**config.mk**
```make
export PLATFORM = sky130hd
export DESIGN_NAME = mic_ctrl
export DESIGN_NICKNAME = d
export VERILOG_FILES = /design/src/rtl/mic_pkg.sv /design/src/rtl/mic_jmp.sv /design/src/rtl/mic_ctrl.sv
export SDC_FILE = /design/constraint.sdc
export NUM_CORES = 1
export LEC_CHECK = 0
export ABC_AREA = 1
export BUFFER_PORTS_ARGS = -buffer_cell sky130_fd_sc_hd__buf_2
export CAP_MARGIN = 20
export CORE_MARGIN = 3
export CORE_UTILIZATION = 55
export DETAILED_ROUTE_END_ITERATION = 8
export GPL_TIMING_DRIVEN = 1
export PLACE_DENSITY = 0.85
export SLEW_MARGIN = 20
export SYNTH_ARGS = -nofsm -noshare
export SYNTH_HDL_FRONTEND = slang
export SYNTH_SLANG_ARGS = --single-unit
```
**constraint.sdc**
```tcl
create_clock -name clk -period 3.1 [get_ports clk]
set_input_delay 0.31 -clock clk [delete_from_list [all_inputs] [get_ports clk]]
set_output_delay 0.31 -clock clk [all_outputs]
set_load 0.005 [all_outputs]
```
**src/rtl/mic_pkg.sv**
```systemverilog
// Shared definitions for the mic controller: FSM encoding and instruction field positions.
// No logic here; imported by every mic_* module.
package mic_pkg;

    typedef enum logic [1:0] {
        ST_FETCH = 2'd0,
        ST_MRD   = 2'd1,
        ST_EXEC  = 2'd2,
        ST_MWR   = 2'd3
    } state_t;

    // Instruction word fields
    localparam int BIT_CI = 15;   // 1 = C-instruction, 0 = A-instruction
    localparam int BIT_A  = 12;   // a: ALU y operand from M latch instead of A
    localparam int C_HI   = 11;   // c: zx nx zy ny f no
    localparam int C_LO   = 6;
    localparam int D_A    = 5;    // d: destination A
    localparam int D_D    = 4;    // d: destination D
    localparam int D_M    = 3;    // d: destination memory
    localparam int J_HI   = 2;
    localparam int J_LO   = 0;

    // Jump condition bits within j[2:0]
    localparam int J_LT   = 2;
    localparam int J_EQ   = 1;
    localparam int J_GT   = 0;

    localparam int IR_W   = 13;   // bits 15:13 of a C-instruction are not retained

endpackage

```
**src/rtl/mic_jmp.sv**
```systemverilog
// Jump condition evaluator: combinational, zero latency, no flow control.
// Takes the branch when any requested relation (lt, eq, gt) holds for the ALU result.
module mic_jmp
    import mic_pkg::*;
(
    input  logic [2:0] j,
    input  logic       nv,
    input  logic       zr,
    output logic       take
);

    assign take = (j[J_LT] & nv)
                | (j[J_EQ] & zr)
                | (j[J_GT] & ~nv & ~zr);

endmodule

```
**src/rtl/mic_ctrl.sv**
```systemverilog
// Hack-style CPU controller: A-inst 1 cycle; C-inst FETCH->[MRD]->EXEC->[MWR] (EXEC exactly 1 cycle).
// Stalls in FETCH on inst_vld, in MRD on m_rvld and in MWR on m_wack; the ALU lives outside.
module mic_ctrl
    import mic_pkg::*;
(
    input  logic        clk,
    input  logic        rst,
    input  logic [15:0] inst,
    input  logic        inst_vld,
    output logic        inst_rdy,
    output logic [14:0] pc,
    output logic [15:0] alu_x,
    output logic [15:0] alu_y,
    output logic        zx,
    output logic        nx,
    output logic        zy,
    output logic        ny,
    output logic        f,
    output logic        no,
    input  logic [15:0] alu_out,
    input  logic        alu_nv,
    input  logic        alu_zr,
    output logic [14:0] m_addr,
    output logic        m_rd,
    input  logic [15:0] m_rdata,
    input  logic        m_rvld,
    output logic        m_wr,
    output logic [15:0] m_wdata,
    input  logic        m_wack
);

    state_t            state, nxt;
    logic [15:0]       a_q, d_q, r_q, m_q;
    logic [IR_W-1:0]   ir_q;
    logic [14:0]       pc_q;
    logic [14:0]       wa_q;
    logic              take;

    mic_jmp u_jmp (
        .j    (ir_q[J_HI:J_LO]),
        .nv   (alu_nv),
        .zr   (alu_zr),
        .take (take)
    );

    always_comb begin
        nxt      = state;
        inst_rdy = 1'b0;
        m_rd     = 1'b0;
        m_wr     = 1'b0;
        case (state)
            ST_FETCH: begin
                inst_rdy = 1'b1;
                if (inst_vld && inst[BIT_CI])
                    nxt = inst[BIT_A] ? ST_MRD : ST_EXEC;
            end
            ST_MRD: begin
                m_rd = 1'b1;
                if (m_rvld)
                    nxt = ST_EXEC;
            end
            ST_EXEC: begin
                nxt = ir_q[D_M] ? ST_MWR : ST_FETCH;
            end
            ST_MWR: begin
                m_wr = 1'b1;
                if (m_wack)
                    nxt = ST_FETCH;
            end
            default: nxt = ST_FETCH;
        endcase
    end

    always_ff @(posedge clk) begin
        if (rst) begin
            state <= ST_FETCH;
            a_q   <= '0;
            d_q   <= '0;
            r_q   <= '0;
            m_q   <= '0;
            ir_q  <= '0;
            pc_q  <= '0;
            wa_q  <= '0;
        end else begin
            state <= nxt;
            case (state)
                ST_FETCH: begin
                    if (inst_vld) begin
                        if (!inst[BIT_CI]) begin
                            a_q  <= inst;
                            pc_q <= pc_q + 15'd1;
                        end else begin
                            ir_q <= inst[IR_W-1:0];
                        end
                    end
                end
                ST_MRD: begin
                    if (m_rvld)
                        m_q <= m_rdata;
                end
                ST_EXEC: begin
                    r_q  <= alu_out;
                    // Write address must be the A seen before this instruction writes A.
                    wa_q <= a_q[14:0];
                    if (ir_q[D_A])
                        a_q <= alu_out;
                    if (ir_q[D_D])
                        d_q <= alu_out;
                    pc_q <= take ? a_q[14:0] : pc_q + 15'd1;
                end
                default: ;
            endcase
        end
    end

    assign pc      = pc_q;
    assign alu_x   = d_q;
    assign alu_y   = ir_q[BIT_A] ? m_q : a_q;
    assign zx      = ir_q[C_HI];
    assign nx      = ir_q[C_HI-1];
    assign zy      = ir_q[C_HI-2];
    assign ny      = ir_q[C_HI-3];
    assign f       = ir_q[C_HI-4];
    assign no      = ir_q[C_LO];
    assign m_addr  = (state == ST_MWR) ? wa_q : a_q[14:0];
    assign m_wdata = r_q;

endmodule

```
After elaboration in Yosys (flattened, before gate mapping)
Index checks and enable logic that the tools add are counted.
Storage, ports and cells
  register bits after elaboration: 109
  input bits: 55
  output and inout port bits: 87
  word-level logic and storage cells: 54
Cells by class
  reduce and logical (&&, ||, !) cells: 9
  mux-type cells: 19
  equality and inequality tests: 9
  add/sub/neg operators: 1
  bitwise gates (word level): 8
Operator list (count)
  $mux 16: 4
  $mux 15: 4
  $pmux 16 s2: 1
  $pmux 15 s2: 1
  $add 15x1->15 const B: 1
  $ne 2x2->1 const B: 6
  $mux 2: 5
  $reduce_and 3->1: 3
  $pmux 2 s4: 1
  $and 1x1->1: 4
  $eq 2x2->1 const B: 2
  $reduce_and 2->1: 2
  $reduce_and 4->1: 1
  $mux 1: 3
  $eq 2x1->1 const B: 1
  $logic_not 2->1: 1
  $not 1->1: 2
  $or 1x1->1: 2
  $reduce_bool 2->1: 1
  $logic_and 1x1->1: 1

Depth between registers and ports, before layout
Gate-level depths: netlist of the first run.
  word-level depth: 6
  depth in mapped cells: 9
  mapped depth without buffers: 9

Hierarchy
Synthesis of the first run repeated with hierarchy kept, for this count alone.
Unflattened totals
  cells, all modules: 656
  area, all modules: 4688.2 µm²
By module, submodules not included
  mic_ctrl: area an instance 4658.2 µm², sequential area each 2182.1 µm², times used 1, cells each 649
  mic_jmp: area an instance 30.0 µm², sequential area each 0.0 µm², times used 1, cells each 7

Least setup slack after synthesis of the first run
No wires, ideal clock.
  path type: register -> output
  from: register state[1]
  to: output port m_addr[11]
  data required time: 2790 ps
  data arrival time: 1110 ps
  setup slack: 1680 ps
  stages on the path, launching flop included: 6
  path buffers: 1
  cell sequence: dfxtp_1 -> nand2_1 -> inv_2 -> clkbuf_1 -> nand2_1 -> nand2_1
Between the ends
  cells in the longest elaborated chain, start to end: 2
RTL lines
  start, declared: line mic_ctrl.sv:32  | state_t state, nxt;
  start signal, assigned: line mic_ctrl.sv:85  | state <= nxt;
  $eq 2x2->1: line mic_ctrl.sv:125  | assign m_addr = (state == ST_MWR) ? wa_q : a_q[14:0];
  $mux 15: line mic_ctrl.sv:125
  end, declared: line mic_ctrl.sv:23  | output logic [14:0] m_addr,
Every way passes these cells.

Final worst setup path of the first run
  from: register ir_q[12]
  to: output port alu_y[12]
Between the ends
  cells in the longest elaborated chain, start to end: 1
RTL lines
  start, declared: line mic_ctrl.sv:34  | logic [IR_W-1:0] ir_q;
  start signal, assigned: line mic_ctrl.sv:93  | ir_q <= inst[IR_W-1:0];
  $mux 16: line mic_ctrl.sv:118  | assign alu_y = ir_q[BIT_A] ? m_q : a_q;
  end, declared: line mic_ctrl.sv:13  | output logic [15:0] alu_y,
Every way passes these cells.

==> results.yml, run 1 <==
sta:
  setup_tns_ns: 0
  fin_crit_ns: 2.270
  fmaxAchievable_mhz: 440.5
  rsz0062_at_grt: "false"
  worst_hold_slack_ns: 0.1935
  drv_slew: 0
  hold_violations: 0
  setup_viol: 0
  fin_skew_ns: 0.01516
  tightest_slew_ns: 0.9465
  period_share_pct: 73.23
  setup_slack_ns: 0.8298
  max_slew_margin_pct: 36.83
yosys:
  synthArstFlopShare_pct: 0
  syn_area_um2: 4688
  synth-main-ff-cell: "dfxtp_1"
  synth_edf_count: 0
  ys_warn_count: 0
  synth_common_cells: "nand2_1, dfxtp_1, a21oi_1"
  synth_most_common_cell: "nand2_1"
  netlist_top_cells_area: "dfxtp_1, nand2_1, a21oi_1, o21ai_0, nand3_1"
  yosysTopAreaCell: "dfxtp_1"
  synth_top_cell_area_share_pct: 46.54
  syn-num-nets: 713
  ys_types: 29
  ys_ff_latch: 109
  ys_seq_area_share_pct: 46.54
  postSynthCellCount: 657
  avgSynthCellArea_um2: 7.136
place:
  dp_hpwl_mm: 9.557
  gp_congestion: 0.8568
  place_ws_ns: 0.9022
  dp.cells: 868
  numPortBuffers: 141
  placed_area_um2: 5388
critical_path:
  critPathMaxFanout: 24
  r2r-start: "state[0]$_SDFFE_PP0P_"
  rr_worst_depth: 7
  r2r_slack_ns: 0.88
  path_cells: "clkinv_1 -> o21ai_0 -> buf_2"
  critical_path_class: "register to output port"
  r2r-end: "a_q[15]$_SDFFE_PP0P_"
  arrival_ns: 1.96
  slowest_delay_ns: 0.77
  critPathSlowestCell: "dfxtp_1"
  required_ns: 2.79
  setup.worst_path.start_class: "register"
  critPathCaptureType: "output port"
cts:
  hold_buffers: 0
  htreeDepth: 3
  path_clk_slew_ns: 0.11
  cts_buffers: 9
  clock_sinks: 109
  post_cts_resized: 0
  cts_buffer_depth: 2
  cts_setup_buffers: 0
  tritoncts: "built"
  clock_latency_ns: 0.37
  clockRootBuffer: "clkbuf_8"
final_layout:
  fin_cells: 884
  drive_gt1_share_pct: 21.95
  post-route-cell-area_um2: 5585
  syn_to_final_growth_pct: 19.14
  insertedDiodeCount: 0
  fin_util_pct: 67.64
  finalNetCount: 830
hold_path:
  min_path_type: "primary input to register"
  whs_endpoint: "ir_q[1]$_SDFFE_PP0P_"
  hold_path_startpoint: "inst[1]"
  hold_depth: 3
detailed_routing:
  drtIter0Drc: 289
  firstDrtPassIters: 5
  wire_per_inst_um: 14.69
  wl_mm: 12.99
  via_per_inst: 5.469
  drcViolationCount: 0
  ant_nets: 0
  vias: 4835
die:
  die_w_um: 98.33
  fp.coreArea_um2: 8258
  dieArea_um2: 9668
  ioPinCount: 142
  start_util_pct: 56.77
  row_count: 33
  die_y_um: 98.33
run_status:
  status: "completed"
global_route:
  grt-ovfl-total: 0
  grt_use_total_pct: 26.51
  first_global_vias: 4472
  grt_pass1_wl_mm: 21.05
  grt_max_degree: 75
  antenna_found_initial: 0
flow_run:
  drv_cap: 0
power_and_ir_drop:
  leakage_nw: 2.477
  ir_drop_v: 0.0003103
  power_mw: 3.295
  p_per_area_nw_per_um2: 590.0
critical path, delay by kind of cell (launching register included):
family / cells / cell delay, ns
flops: 1 / 0.77
buf+inv: 2 / 0.55
compound gates: 1 / 0.27
report_power, final:
group | total, mW | internal [mW] | leakage (nW) | switching [mW]
sequential | 1.67 | 1.55 | 0.889 | 0.124
combinational | 0.769 | 0.284 | 1.49 | 0.486
clock | 0.853 | 0.320 | 0.101 | 0.533
total | 3.30 | 2.15 | 2.48 | 1.14
state kept, by name, indices dropped and copies added (netlist names):
| signal | flops |
|---|---|
| alu_x | 16 |
| a_q | 16 |
| m_q | 16 |
| pc | 15 |
| m_wdata | 16 |
| ir_q | 13 |
| state | 2 |
| wa_q | 15 |
cells by family after synthesis:
family / count (synthesis) / synth area share, %
simple gates: 238 / 20.95
xor+xnor: 7 / 1.308
buf+inv: 91 / 7.926
fa+ha+maj: 1 / 0.2668
compound gates: 211 / 23.01
flops: 109 / 46.54
cell usage in the layout, fill, tap and decap left out, types with 2 or more instances in the layout:
| master | synthesis | final |
|---|---|---|
| o211a_1 | 2 | 2 |
| xnor2_1 | 3 | 3 |
| clkbuf_8 | 0 | 9 |
| nand2_2 | 2 | 2 |
| o21ai_1 | 7 | 7 |
| inv_1 | 46 | 46 |
| clkinv_4 | 0 | 2 |
| nand4_1 | 4 | 4 |
| inv_8 | 0 | 2 |
| a21oi_1 | 105 | 105 |
| dfxtp_1 | 109 | 109 |
| buf_2 | 11 | 141 |
| inv_2 | 4 | 4 |
| buf_4 | 2 | 5 |
| inv_6 | 0 | 2 |
| nand3_1 | 49 | 49 |
| nand2_1 | 156 | 156 |
| o21ai_0 | 92 | 92 |
| xor2_1 | 4 | 4 |
| nor2_1 | 24 | 24 |
area by class of cell:
cell class | count | area [um^2]
repair buffers | 146 | 743.2
clock buffers | 9 | 123.9
well taps | 105 | 131.4
inverters | 51 | 191.4
clock inverters | 7 | 73.82
multi-input cells | 457 | 2140
fillers | 725 | 2673
flip-flops and latches | 109 | 2182
routing by layer:
layer / global-route usage (%) / share of wire, % / up-vias
met5: 0 / 0 / -
met2: 44.72 / 49 / 207
li1: - / - / 2417
met4: 9.244 / 1.9 / 0
met1: 33.66 / 41 / 2189
met3: 5.571 / 7.7 / 22
worst max-delay path by stage:
stage                           end  depth (start not counted)                  start  slack, ns
6_report                  alu_y[12]                          3  ir_q[12]$_SDFFE_PP0P_       0.83
5_1_grt        a_q[15]$_SDFFE_PP0P_                          7  state[0]$_SDFFE_PP0P_       0.59
4_1_cts                   alu_y[12]                          3  ir_q[12]$_SDFFE_PP0P_       0.85
3_5_place_dp   a_q[15]$_SDFFE_PP0P_                          7  state[0]$_SDFFE_PP0P_       0.90
3_3_place_gp   a_q[14]$_SDFFE_PP0P_                          6  state[0]$_SDFFE_PP0P_       1.08
2_1_floorplan            m_addr[11]                          5  state[1]$_SDFFE_PP0P_       1.68
No activity file was read; power rests on OpenSTA's default activity.
==> run 2, diff against run 1 <==
Settings changed: CORE_UTILIZATION 55 to 46, PLACE_DENSITY 0.85 to 0.76.
Clock period 3.1 ns to 2 ns, I/O delays scaled along.
==> run 2 against run 1 <==
Net effect: clock power up 61%; global-route usage down 3.3 points; worst hold slack worse by 0.14 ns; setup slack worse by 0.70 ns; critical endpoint is now m_addr[4]; clock skew up 0.0048 ns; final area up 2.1%; non-clock buffer count up 7; largest power group unchanged.
==> results.yml, run 2 (synthesis results as in run 1) <==
critical_path:
  path_cells: "nand2_2 -> inv_4 -> nand2_1 -> o21ai_0 -> buf_2"
  rr_worst_depth: 5
  arrival_ns: 1.67
  r2r_slack_ns: 0.26
  slowest_delay_ns: 0.51
  cp-endpoint: "m_addr[4]"
  critPathMaxFanout: 25
  required_ns: 1.80
  setup.worst_path.start_class: "register"
  critical_path_class: "register to output port"
  r2r-end: "m_q[13]$_SDFFE_PP0P_"
  crit_path_start: "state[0]$_SDFFE_PP0P_"
  critPathSlowestCell: "dfxtp_1"
  r2r-start: "state[0]$_SDFFE_PP0P_"
  critPathCaptureType: "output port"
cts:
  path_clk_slew_ns: 0.12
  hold_buffers: 0
  clock_latency_ns: 0.38
  clock_sinks: 109
  cts_buffers: 9
  cts_setup_buffers: 0
  post_cts_resized: 1
  htreeDepth: 3
  clockRootBuffer: "clkbuf_8"
  cts_buffer_depth: 2
  tritoncts: "built"
detailed_routing:
  ant_nets: 0
  drcViolationCount: 0
  via_per_inst: 5.208
  firstDrtPassIters: 5
  wl_mm: 13.12
  wire_per_inst_um: 14.27
  vias: 4786
  drtIter0Drc: 312
die:
  die_w_um: 107.0
  die_y_um: 107.0
  start_util_pct: 47.74
  ioPinCount: 142
  fp.coreArea_um2: 9819
  dieArea_um2: 11440
  row_count: 36
sta:
  hold_violations: 0
  setup_viol: 0
  fin_skew_ns: 0.01996
  period_share_pct: 93.30
  fin_crit_ns: 1.866
  rsz0062_at_grt: "false"
  fmaxAchievable_mhz: 535.9
  max_slew_margin_pct: 58.24
  drv_slew: 0
  setup_tns_ns: 0
  tightest_slew_ns: 0.6248
global_route:
  grt_max_degree: 57
  first_global_vias: 4443
  grt-ovfl-total: 0
  antenna_found_initial: 0
  grt_pass1_wl_mm: 21.21
  grt_use_total_pct: 23.19
final_layout:
  most-common-layout-cells: "nand2_1, buf_2, dfxtp_1"
  drive_gt1_share_pct: 22.77
  syn_to_final_growth_pct: 21.64
  fillCellCount: 956
  insertedDiodeCount: 0
  fin_util_pct: 58.08
  finalNetCount: 837
  final_common_cell: "nand2_1"
place:
  gp_congestion: 0.8367
  dp_hpwl_mm: 9.759
  numPortBuffers: 141
power_and_ir_drop:
  leakage_nw: 2.519
  ir_drop_v: 0.0005051
  p_per_area_nw_per_um2: 910.5
run_status:
  status: "completed"
hold_path:
  min_path_type: "primary input to register"
flow_run:
  drv_cap: 0
## run 2: metal layers
metal	global-route usage (%)	up-vias	share of wire [%]
li1	-	2419	-
met1	28.44	2171	41
met2	39.70	175	49
met3	6.081	21	7.8
met4	7.397	0	2.1
met5	0	-	0
## run 2: layout make-up
cell class | instances | area (um^2) | share of cell area [%]
clock buffers | 9 | 123.9 | 2.172
clock inverters | 7 | 86.33 | 1.514
inverters | 51 | 193.9 | 3.401
multi-input cells | 457 | 2142 | 37.56
flip-flops and latches | 109 | 2182 | 38.26
well taps | 133 | 166.4 | 2.918
repair buffers | 153 | 808.3 | 14.17
## run 2: metrics by stage
step | instance area, um^2 | hold slack (ns) | std cells | worst slack (ns) | power [mW]
after global placement | 5488 | 0.4337 | 903 | 0.4138 | 3.829
after detailed placement | 5488 | 0.4399 | 903 | 0.3183 | 3.870
final | 5703 | 0.05360 | 919 | 0.1341 | 5.193
after CTS | 5700 | 0.04085 | 919 | 0.02739 | 5.225
after floorplan | 4688 | 0.3432 | 657 | 0.6751 | 3.336
after global routing | 5703 | 0.04737 | 919 | 0.05014 | 5.505
## run 2: worst max-delay path: cells and delay by family, from the launching register on
family / cells / cell delay (ns)
flops: 1 / 0.51
simple gates: 2 / 0.28
compound gates: 1 / 0.10
buf+inv: 2 / 0.39
## run 2: worst min-delay path by stage
stage,end,startpoint,cells after the start,slack [ns]
floorplan,ir_q[10]$_SDFFE_PP0P_,inst[10],2,0.34
finish,ir_q[6]$_SDFFE_PP0P_,inst[6],3,0.05
CTS,ir_q[6]$_SDFFE_PP0P_,inst[6],3,0.04
global placement,m_q[15]$_SDFFE_PP0P_,m_q[15]$_SDFFE_PP0P_,2,0.43
detailed placement,wa_q[3]$_SDFFE_PP0P_,wa_q[3]$_SDFFE_PP0P_,2,0.44
global route,ir_q[2]$_SDFFE_PP0P_,inst[2],3,0.05
## run 2: report_power, final
group | internal [mW] | switching, mW | leakage (nW) | total, mW
Sequential | 2.40 | 0.165 | 0.889 | 2.57
Combinational | 0.477 | 0.779 | 1.52 | 1.26
Clock | 0.505 | 0.865 | 0.105 | 1.37
==> run 3, diff against run 2 <==
Settings changed: SLEW_MARGIN 20 to not set.
Clock period 2 ns to 1.6 ns, I/O delays scaled along.
==> run 3 against run 2 <==
Net effect: core utilization grew 1.5 points; total power grew 28%; count of clock-buffer cells in the layout did not move; die area unchanged; sequential cell count is the same; worst hold slack worse by 0.0073 ns; global-route usage grew 0.97 points; sequential power grew 26%; wire length increased by 5.4%; setup slack got worse by 0.12 ns; largest power group unchanged; final area is 2.6% higher; clock skew is 0.0036 ns lower.
==> results.yml, run 3 (synthesis results as in run 1) <==
power_and_ir_drop:
  internal_power_mw: 4.396
  clkPwrFrac_pct: 26.3
  power_mw: 6.627
  leakage_nw: 2.581
  p_per_area_nw_per_um2: 1133
  ir_drop_v: 0.0006665
  switching_share_pct: 33.67
  power.switching_mw: 2.231
  seq_power_share_pct: 48.7
  p_comb_share_pct: 25.0
cts:
  clock_latency_ns: 0.38
  cts_buffer_depth: 2
  hold_buffers: 0
  clockRootBuffer: "clkbuf_8"
  htreeDepth: 3
  clock_sinks: 109
  cts_buffers: 9
  path_clk_slew_ns: 0.10
  tritoncts: "built"
sta:
  tightest_slew_ns: 0.5923
  max_slew_margin_pct: 60.52
  period_share_pct: 99.38
  fmaxAchievable_mhz: 628.9
  setup_tns_ns: 0
  hold_violations: 0
  rsz0062_at_grt: "true"
  drv_slew: 0
  fin_skew_ns: 0.01636
  setup_viol: 0
  fin_crit_ns: 1.590
detailed_routing:
  drcViolationCount: 0
  firstDrtPassIters: 5
  via_per_inst: 5.306
  wl_mm: 13.83
  drtIter0Drc: 366
  vias: 4940
  wire_per_inst_um: 14.85
  ant_nets: 0
critical_path:
  setup.worst_path.start_class: "register"
  r2r_slack_ns: 0.10
  critPathMaxFanout: 6
  required_ns: 1.44
  critical_path_class: "register to output port"
  arrival_ns: 1.43
  critPathCaptureType: "output port"
die:
  fp.coreArea_um2: 9819
  die_w_um: 107.0
  ioPinCount: 142
  start_util_pct: 47.74
  dieArea_um2: 11440
  row_count: 36
  die_y_um: 107.0
global_route:
  grt-ovfl-total: 0
  grt_max_degree: 57
  grt_use_total_pct: 24.16
  grt_pass1_wl_mm: 22.29
  antenna_found_initial: 0
  first_global_vias: 4739
place:
  numPortBuffers: 141
  dp_hpwl_mm: 10.11
  placed_area_um2: 5548
  gp_congestion: 0.8596
final_layout:
  post-route-cell-area_um2: 5851
  most-common-layout-cells: "nand2_1, buf_2, a21oi_1, dfxtp_1, o21ai_0"
  finalNetCount: 849
  syn_to_final_growth_pct: 24.79
  fillCellCount: 950
  fin_util_pct: 59.58
  final_common_cell: "nand2_1"
  drive_gt1_share_pct: 25.31
  insertedDiodeCount: 0
run_status:
  status: "completed"
hold_path:
  min_path_type: "primary input to register"
flow_run:
  drv_cap: 0
[run 3: metal layers]
layer  vias up  part of all wire, %  track usage [%]
li1       2453                    -                -
met1      2282                   42            30.08
met2       179                   48            40.96
met3        26                  7.3            5.238
met4         0                  2.5            9.132
met5         -                    0                0
[run 3: cell type report]
| type | instances | area [um^2] | area share, % |
|---|---|---|---|
| Sequential cell | 109 | 2190 | 37.43 |
| Multi-Input combinational cell | 457 | 2185 | 37.34 |
| Timing Repair Buffer | 163 | 894.6 | 15.29 |
| Inverter | 51 | 193.9 | 3.315 |
| Tap cell | 133 | 166.4 | 2.844 |
| Clock buffer | 9 | 123.9 | 2.117 |
| Clock inverter | 7 | 82.58 | 1.411 |
| Timing Repair inverter | 2 | 15.01 | 0.2566 |
[run 3: worst max-delay path, cell delays in order (launching register included)]
cell	delay [ns]
dfxtp_2	0.34
buf_6	0.13
nand2_8	0.10
clkinvlp_4	0.19
buf_4	0.18
buf_2	0.11
[run 3: timing repair]
item                                    in CTS  in global routing
endpoints found under the setup margin      17                 40
cloned                                       2                  0
resized for setup                           14                 17
pin swaps                                    0                  4
setup buffers                                1                  1
[run 3: stage by stage]
stage          hold slack, ns  cells  worst slack, ns
4_1_cts               0.03482    930        -0.001155
3_3_place_gp           0.4154    911           0.1144
2_1_floorplan          0.3032    657           0.2751
3_5_place_dp           0.4299    911          0.02080
6_report              0.04626    931         0.009848
5_1_grt               0.04894    931         -0.07057
[run 3: worst paths after layout]
kind                               from                    to  depth (start not counted)
setup reg to reg  state[0]$_SDFFE_PP0P_   a_q[3]$_SDFFE_PP0P_                          6
hold / removal                  inst[6]  ir_q[6]$_SDFFE_PP0P_                          3
hold reg to reg    m_q[14]$_SDFFE_PP0P_  m_q[14]$_SDFFE_PP0P_                          2
setup / recovery  state[1]$_SDFFE_PP0P_                  m_wr                          5
[run 3: power by group through the flow]
stage               clock network, mW  registers [mW]  logic [mW]
floorplan                           0            3.23       0.945
global placement                    0            3.25        1.57
detailed placement                  0            3.27        1.61
CTS                              1.76            3.22        1.63
global route                     1.87            3.26        1.85
finish                           1.74            3.23        1.66
